<file path="config.mk">
export PLATFORM = sky130hd
export DESIGN_NAME = shift_reg_sequencer
export DESIGN_NICKNAME = d
export VERILOG_FILES = /design/src/rtl/shift_reg_sequencer.sv
export SDC_FILE = /design/constraint.sdc
export NUM_CORES = 1
export LEC_CHECK = 0
export CAP_MARGIN = 40
export CORE_MARGIN = 1
export CORE_UTILIZATION = 43
export DETAILED_ROUTE_END_ITERATION = 6
export PLACE_DENSITY = 0.83
export RECOVER_POWER = 50
export SLEW_MARGIN = 20
export SYNTH_ARGS = -nofsm -noshare
export SYNTH_HDL_FRONTEND = slang
export SYNTH_SLANG_ARGS = --single-unit
</file>
<file path="constraint.sdc">
create_clock -name clk -period 4 [get_ports clk]
set_input_delay 0.8 -clock clk [delete_from_list [all_inputs] [get_ports clk]]
set_output_delay 0.8 -clock clk [all_outputs]
set_load 0.005 [all_outputs]
</file>
<file path="src/rtl/shift_reg_sequencer.sv">
// Sequencer for an external shift register: accepts one job (load word, shift
// count, fill bit), loads it, issues the requested shift pulses, then presents the result.
module shift_reg_sequencer #(
    parameter int WIDTH = 5,
    parameter int CNT_W = $clog2(WIDTH + 1)
) (
    input  logic             clk,
    input  logic             rst,
    input  logic             in_valid,
    output logic             in_ready,
    input  logic [WIDTH-1:0] in_data,
    input  logic [CNT_W-1:0] in_count,
    input  logic             in_fill,
    output logic             out_valid,
    input  logic             out_ready,
    output logic [WIDTH-1:0] out_data,
    input  logic             abort,
    output logic             busy,
    output logic             sr_load,
    output logic             sr_shift,
    output logic [WIDTH-1:0] sr_load_data,
    output logic             sr_shift_in,
    input  logic [WIDTH-1:0] sr_out
);

    localparam logic [CNT_W-1:0] CNT_MAX  = CNT_W'(WIDTH);
    localparam logic [CNT_W-1:0] CNT_ZERO = {CNT_W{1'b0}};
    localparam logic [CNT_W-1:0] CNT_ONE  = CNT_W'(1);

    typedef enum logic [1:0] {
        ST_IDLE  = 2'd0,
        ST_LOAD  = 2'd1,
        ST_SHIFT = 2'd2,
        ST_DONE  = 2'd3
    } state_e;

    state_e           state_q, state_d;
    logic [CNT_W-1:0] cnt_q, cnt_d;
    logic [WIDTH-1:0] data_q, data_d;
    logic             fill_q, fill_d;
    logic             ready_en_q;
    logic             accept_s;

    function automatic logic [CNT_W-1:0] clamp_count(input logic [CNT_W-1:0] req);
        if (req > CNT_MAX) begin
            return CNT_MAX;
        end else begin
            return req;
        end
    endfunction

    // State, job latches, and the post-reset enable that keeps in_ready low until the first edge.
    always_ff @(posedge clk or negedge rst) begin
        if (!rst) begin
            state_q    <= ST_IDLE;
            cnt_q      <= CNT_ZERO;
            data_q     <= {WIDTH{1'b0}};
            fill_q     <= 1'b0;
            ready_en_q <= 1'b0;
        end else begin
            state_q    <= state_d;
            cnt_q      <= cnt_d;
            data_q     <= data_d;
            fill_q     <= fill_d;
            ready_en_q <= 1'b1;
        end
    end

    // Next-state logic; abort wins over every other transition, including an accept.
    always_comb begin
        state_d  = state_q;
        cnt_d    = cnt_q;
        data_d   = data_q;
        fill_d   = fill_q;
        accept_s = in_valid & in_ready;
        case (state_q)
            ST_IDLE: begin
                if (accept_s) begin
                    data_d  = in_data;
                    fill_d  = in_fill;
                    cnt_d   = clamp_count(in_count);
                    state_d = ST_LOAD;
                end else begin
                    state_d = ST_IDLE;
                end
            end
            ST_LOAD: begin
                if (abort) begin
                    cnt_d   = CNT_ZERO;
                    state_d = ST_IDLE;
                end else if (cnt_q != CNT_ZERO) begin
                    state_d = ST_SHIFT;
                end else begin
                    state_d = ST_DONE;
                end
            end
            ST_SHIFT: begin
                if (abort) begin
                    cnt_d   = CNT_ZERO;
                    state_d = ST_IDLE;
                end else begin
                    if (cnt_q != CNT_ZERO) begin
                        cnt_d = cnt_q - CNT_ONE;
                    end else begin
                        cnt_d = CNT_ZERO;
                    end
                    if (cnt_q <= CNT_ONE) begin
                        state_d = ST_DONE;
                    end else begin
                        state_d = ST_SHIFT;
                    end
                end
            end
            ST_DONE: begin
                if (abort || out_ready) begin
                    state_d = ST_IDLE;
                end else begin
                    state_d = ST_DONE;
                end
            end
            default: begin
                cnt_d   = CNT_ZERO;
                state_d = ST_IDLE;
            end
        endcase
    end

    // Output decode from the registered state; abort masks strobes and the result at once.
    always_comb begin
        in_ready     = 1'b0;
        busy         = (state_q != ST_IDLE);
        sr_load      = 1'b0;
        sr_shift     = 1'b0;
        sr_load_data = {WIDTH{1'b0}};
        sr_shift_in  = 1'b0;
        out_valid    = 1'b0;
        out_data     = {WIDTH{1'b0}};
        case (state_q)
            ST_IDLE: begin
                if (ready_en_q && !abort) begin
                    in_ready = 1'b1;
                end else begin
                    in_ready = 1'b0;
                end
            end
            ST_LOAD: begin
                if (!abort) begin
                    sr_load      = 1'b1;
                    sr_load_data = data_q;
                end else begin
                    sr_load      = 1'b0;
                end
            end
            ST_SHIFT: begin
                if (!abort && (cnt_q != CNT_ZERO)) begin
                    sr_shift    = 1'b1;
                    sr_shift_in = fill_q;
                end else begin
                    sr_shift    = 1'b0;
                end
            end
            ST_DONE: begin
                if (!abort) begin
                    out_valid = 1'b1;
                    out_data  = sr_out;
                end else begin
                    out_valid = 1'b0;
                end
            end
            default: begin
                busy = 1'b0;
            end
        endcase
    end

endmodule

</file>
; After elaboration in Yosys (flattened, before gate mapping)
; Cells that the tools add are included.
[totals]
out_inout_bits = 16
inputBits = 19
word_cells = 50
regBits = 12
[op_classes]
add_sub_neg = 1
n_bitwise = 1
n_mux = 26
n_eq_ne = 5
reduce_logical = 10
order_cmp = 2
[ops]
columns = cell, n
row1 = $mux 5, 4
row2 = $mux 3, 5
row3 = $mux 1, 12
row4 = $pmux 3 s3, 1
row5 = $pmux 2 s4, 1
row6 = $mux 2, 3
row7 = $reduce_bool 3->1, 2
row8 = $eq 2x2->1 const B, 2
row9 = $ne 2x2->1 const B, 2
row10 = $gt 3x3->1 const B, 1
row11 = $le 3x1->1 const B, 1
row12 = $reduce_and 3->1, 1
row13 = $sub 3x1->3 const B, 1
row14 = $eq 2x1->1 const B, 1
row15 = $logic_and 1x1->1, 2
row16 = $logic_not 2->1, 1
row17 = $reduce_and 2->1, 1
row18 = $reduce_bool 2->1, 1
row19 = $and 1x1->1, 1
row20 = $logic_not 1->1, 1
row21 = $logic_or 1x1->1, 1

; Depth between registers and ports, before layout
[logic_depth]
word_depth = 7
mapped_depth = 6
depth_no_buf = 6

; Worst setup path before layout
; Ideal clock, no wire load.
[synth_timing]
path_kind = input port to output port
from = input port abort
to = output port sr_shift_in
arrival_time_ns = 1.356
slack_ns = 1.844
required_time_ns = 3.200
cell_stages = 3
path_buffers = 1
path_cell_list = buf_6 -> nor3b_1 -> and2_1
[synth_between]
elab_chain_cells = 4
[synth_lines]
columns = item, line_no
row1 = start: declaration, 17  ; input logic abort,
row2 = $logic_not 1->1, --
row3 = $logic_and 1x1->1, 155  ; if (!abort && (cnt_q != CNT_ZERO)) begin
row4 = $mux 1, 155
row5 = $mux 1, 138  ; case (state_q)
row6 = end: declaration, 22  ; output logic sr_shift_in,
; Every way passes these cells.

; Worst setup path in the final report
; Ends and elaborated chain as after synthesis.

==> summary.md <==
| Metric | Value |
|---|---|
| Hold Path Class | reg2reg |
| Place WS | 0.858 ns |
| Layout Cell Area excl Fill | 1120 um2 |
| Register area | 300 um2 |
| Post-route clock skew | 0.000962 ns |
| Clock Root Buffer | clkbuf_4 |
| Hold Crit Start | data_q[3]$_DFFE_PN0P_ |
| Antenna violations before repair | 0 |
| Reg-to-Reg Start | state_q[0]$_DFF_PN0_ |
| Final Hold Fails | 0 |
| GRT overflow | 0 |
| Failing checks | design-rule violations |
| Max cap viols | 0 |
| Worst R2R Path Depth | 6 |
| CP Capture Type | primary output |
| Drt via density | 5.21 |
| CTS buffer count | 3 |
| Sequential element share of the synthesized area | 0.400 |
| Overall die height | 43.8 um |
| Routability cong. | 0.789 |
| Total global-route track usage | 0.195 |
| Post-Syn Instances | 71 |
| Cells along the critical path | dlygate4sd3_1 -> nor3b_1 -> and2_1 -> clkdlybuf4s50_1 |
| R2R Setup Slk | 2.40 ns |
| Type of the worst setup path | in2out |
| Unrepaired setup endpoints after global routing | false |
| FF+latch count, synth | 12 |
| Post-synthesis cell area | 751 um2 |
| Largest net degree at the start of global routing | 13 |
| Antenna viol nets, final | 0 |
| Row cnt | 14 |
| Async S/R FF share, synth | 1.00 |
| First-pass GRT wire length | 2.74 mm |
| DRT Pass-1 Iters | 6 |
| Clock buffer depth | 2 |
| Clk_lat worst skew | 0.26 ns |
| Syn Area/Cell | 10.6 um2 |
| Antenna diodes | 0 |
| Slowest CP cell | dlygate4sd3_1 |
| Netlist cell types | 22 |
| Slew HR | 0.639 |
| Max IR drop VDD | 0.000223 V |
| Worst-Margin Slew | 0.540 ns |
| Routed WL per cell | 13.8 um |
| WL final | 1.71 mm |
| Placed inst area | 1100 um2 |
| Chip width | 43.8 um |
| Critical Path Start Type | input pin |
| CTS Hold Bufs | 0 |
| Via count | 646 |
| Hold depth | 1 |
| Core Region | 1580 um2 |
| Outcome | complete, but fails checks |
| EDFF count, synth | 0 |
| Total negative slack | 0 ns |
| Detailed placement HPWL | 1.32 mm |
| Post-CTS setup buffer count | 0 |
| CP Max Fanout | 9 |
| DRC viols | 3 |
| CTS-repair resized insts | 0 |
| Worst Path Required | 3.20 ns |
| Setup WS post-layout | 0.779 ns |
| CTS tree | yes |
| Nets | 132 |
| Share of cells above drive strength 1 | 0.0833 |
| Top achievable clock speed | 0.310 GHz |
| Leakage power | 0.485 nW |
| Iteration-0 DRC Markers | 18 |
| IO Port Bufs | 34 |
| Die ar. | 1920 um2 |
| Worst Hold Slack | 0.501 ns |
| P&R area growth vs syn | 48.7% |
| Post-synth top flop | dfrtp_1 |
| P per Cell Area | 284 nW/um2 |
| Multi-input gate area | 393 um2 |
| Mapped Nets | 94 |
| Io pins | 35 |
| Final Max Slew Viols | 0 |
| Period utilization | 0.805 |
| Clock transition at path regs | 0.08 ns |
| Data arrival time of the worst path | 2.42 ns |
| Num Clock Sinks | 12 |
| Starting Density | 0.476 |
| Synthesis Warnings | 0 |
| Fill count | 124 |
| Final worst path period need | 3.22 ns |
| Worst stage delay on the critical path | 0.67 ns |
| RR Endpoint | cnt_q[0]$_DFFE_PN0P_ |
| Vias in the first global route | 616 |
| WHS Endpoint | data_q[3]$_DFFE_PN0P_ |
| H-tree depth | 1 |
| Final count of negative-setup-slack endpoints | 0 |
[how the worst max path moves through the flow]
stage,from,endpoint,slack (ns),cells past startpoint
2_1_floorplan,abort,sr_shift_in,1.84,3
3_3_place_gp,abort,sr_shift_in,0.83,4
3_5_place_dp,abort,sr_load_data[1],0.86,4
4_1_cts,abort,sr_shift_in,0.83,4
5_1_grt,abort,sr_load_data[4],0.67,4
6_report,abort,sr_shift_in,0.78,4
[flip-flops by register name, indices dropped and copies added, names as in the netlist]
signal,count
data_q,5
cnt_q,3
fill_q,1
state_q,2
ready_en_q,1
[report_power, final]
part / total, mW / internal (mW) / switching [mW]
Sequential: 0.155 / 0.141 / 0.0136
Clock: 0.0959 / 0.0552 / 0.0407
Combinational: 0.0671 / 0.0414 / 0.0257
[critical path: cells and delay by family]
family	cells	cell delay, ns
buf+inv	2	1.17
simple gates	2	0.45
[cell usage after synthesis (2+ instances only)]
cell type   n  area share
nor3b_1     3       0.030
and3b_2     2       0.027
and2_1     11       0.092
nor2_1      5       0.025
o21ai_0     2       0.013
ha_1        4       0.067
nor3_1      3       0.020
inv_1       7       0.035
a21oi_1     5       0.033
dfrtp_1    12        0.40
mux2_4      6        0.12
[cells in the final DEF (no fill, tap or decap), drive strengths merged, types with 2 or more instances in the layout]
cell,synthesis,final
dfrtp,12,12
o21ai,2,2
ha,4,4
a21oi,5,5
inv,7,7
nor3,3,3
mux2,6,6
clkdlybuf4s50,0,32
clkbuf,0,4
and3b,2,2
dlygate4sd3,0,2
nor3b,3,3
and2,11,11
nor2,5,5
[logic make-up after synthesis]
family / count (synthesis) / share of synthesized area
and+or+nand+nor: 27 / 0.225
AOI/OAI and AO/OA: 13 / 0.133
DFF: 12 / 0.400
buffers and inverters: 8 / 0.0500
muxes: 6 / 0.120
adders and majority gates: 4 / 0.0667
other: 1 / 0.00500
[area by class of cell]
type,instances,area share
Multi-Input combinational cell,51,0.352
Timing Repair Buffer,34,0.305
Sequential cell,12,0.269
Clock buffer,4,0.0325
Inverter,7,0.0235
Tap cell,16,0.0179
[stage by stage]
stage                     power (mW)  utilization  cells
after floorplan                0.196            -     71
after global placement         0.227        0.698    120
after detailed placement       0.230        0.698    120
after CTS                      0.327        0.721    124
after global routing           0.338        0.708    124
final                          0.318        0.708    124
[metal layers]
metal,vias to the layer above,track usage,share of wire
met4,0,0.0625,0.0094
met3,6,0.0333,0.056
li1,316,-,-
met2,29,0.343,0.52
met5,-,0,0
met1,295,0.241,0.42
No activity file was read; power rests on OpenSTA's default activity.
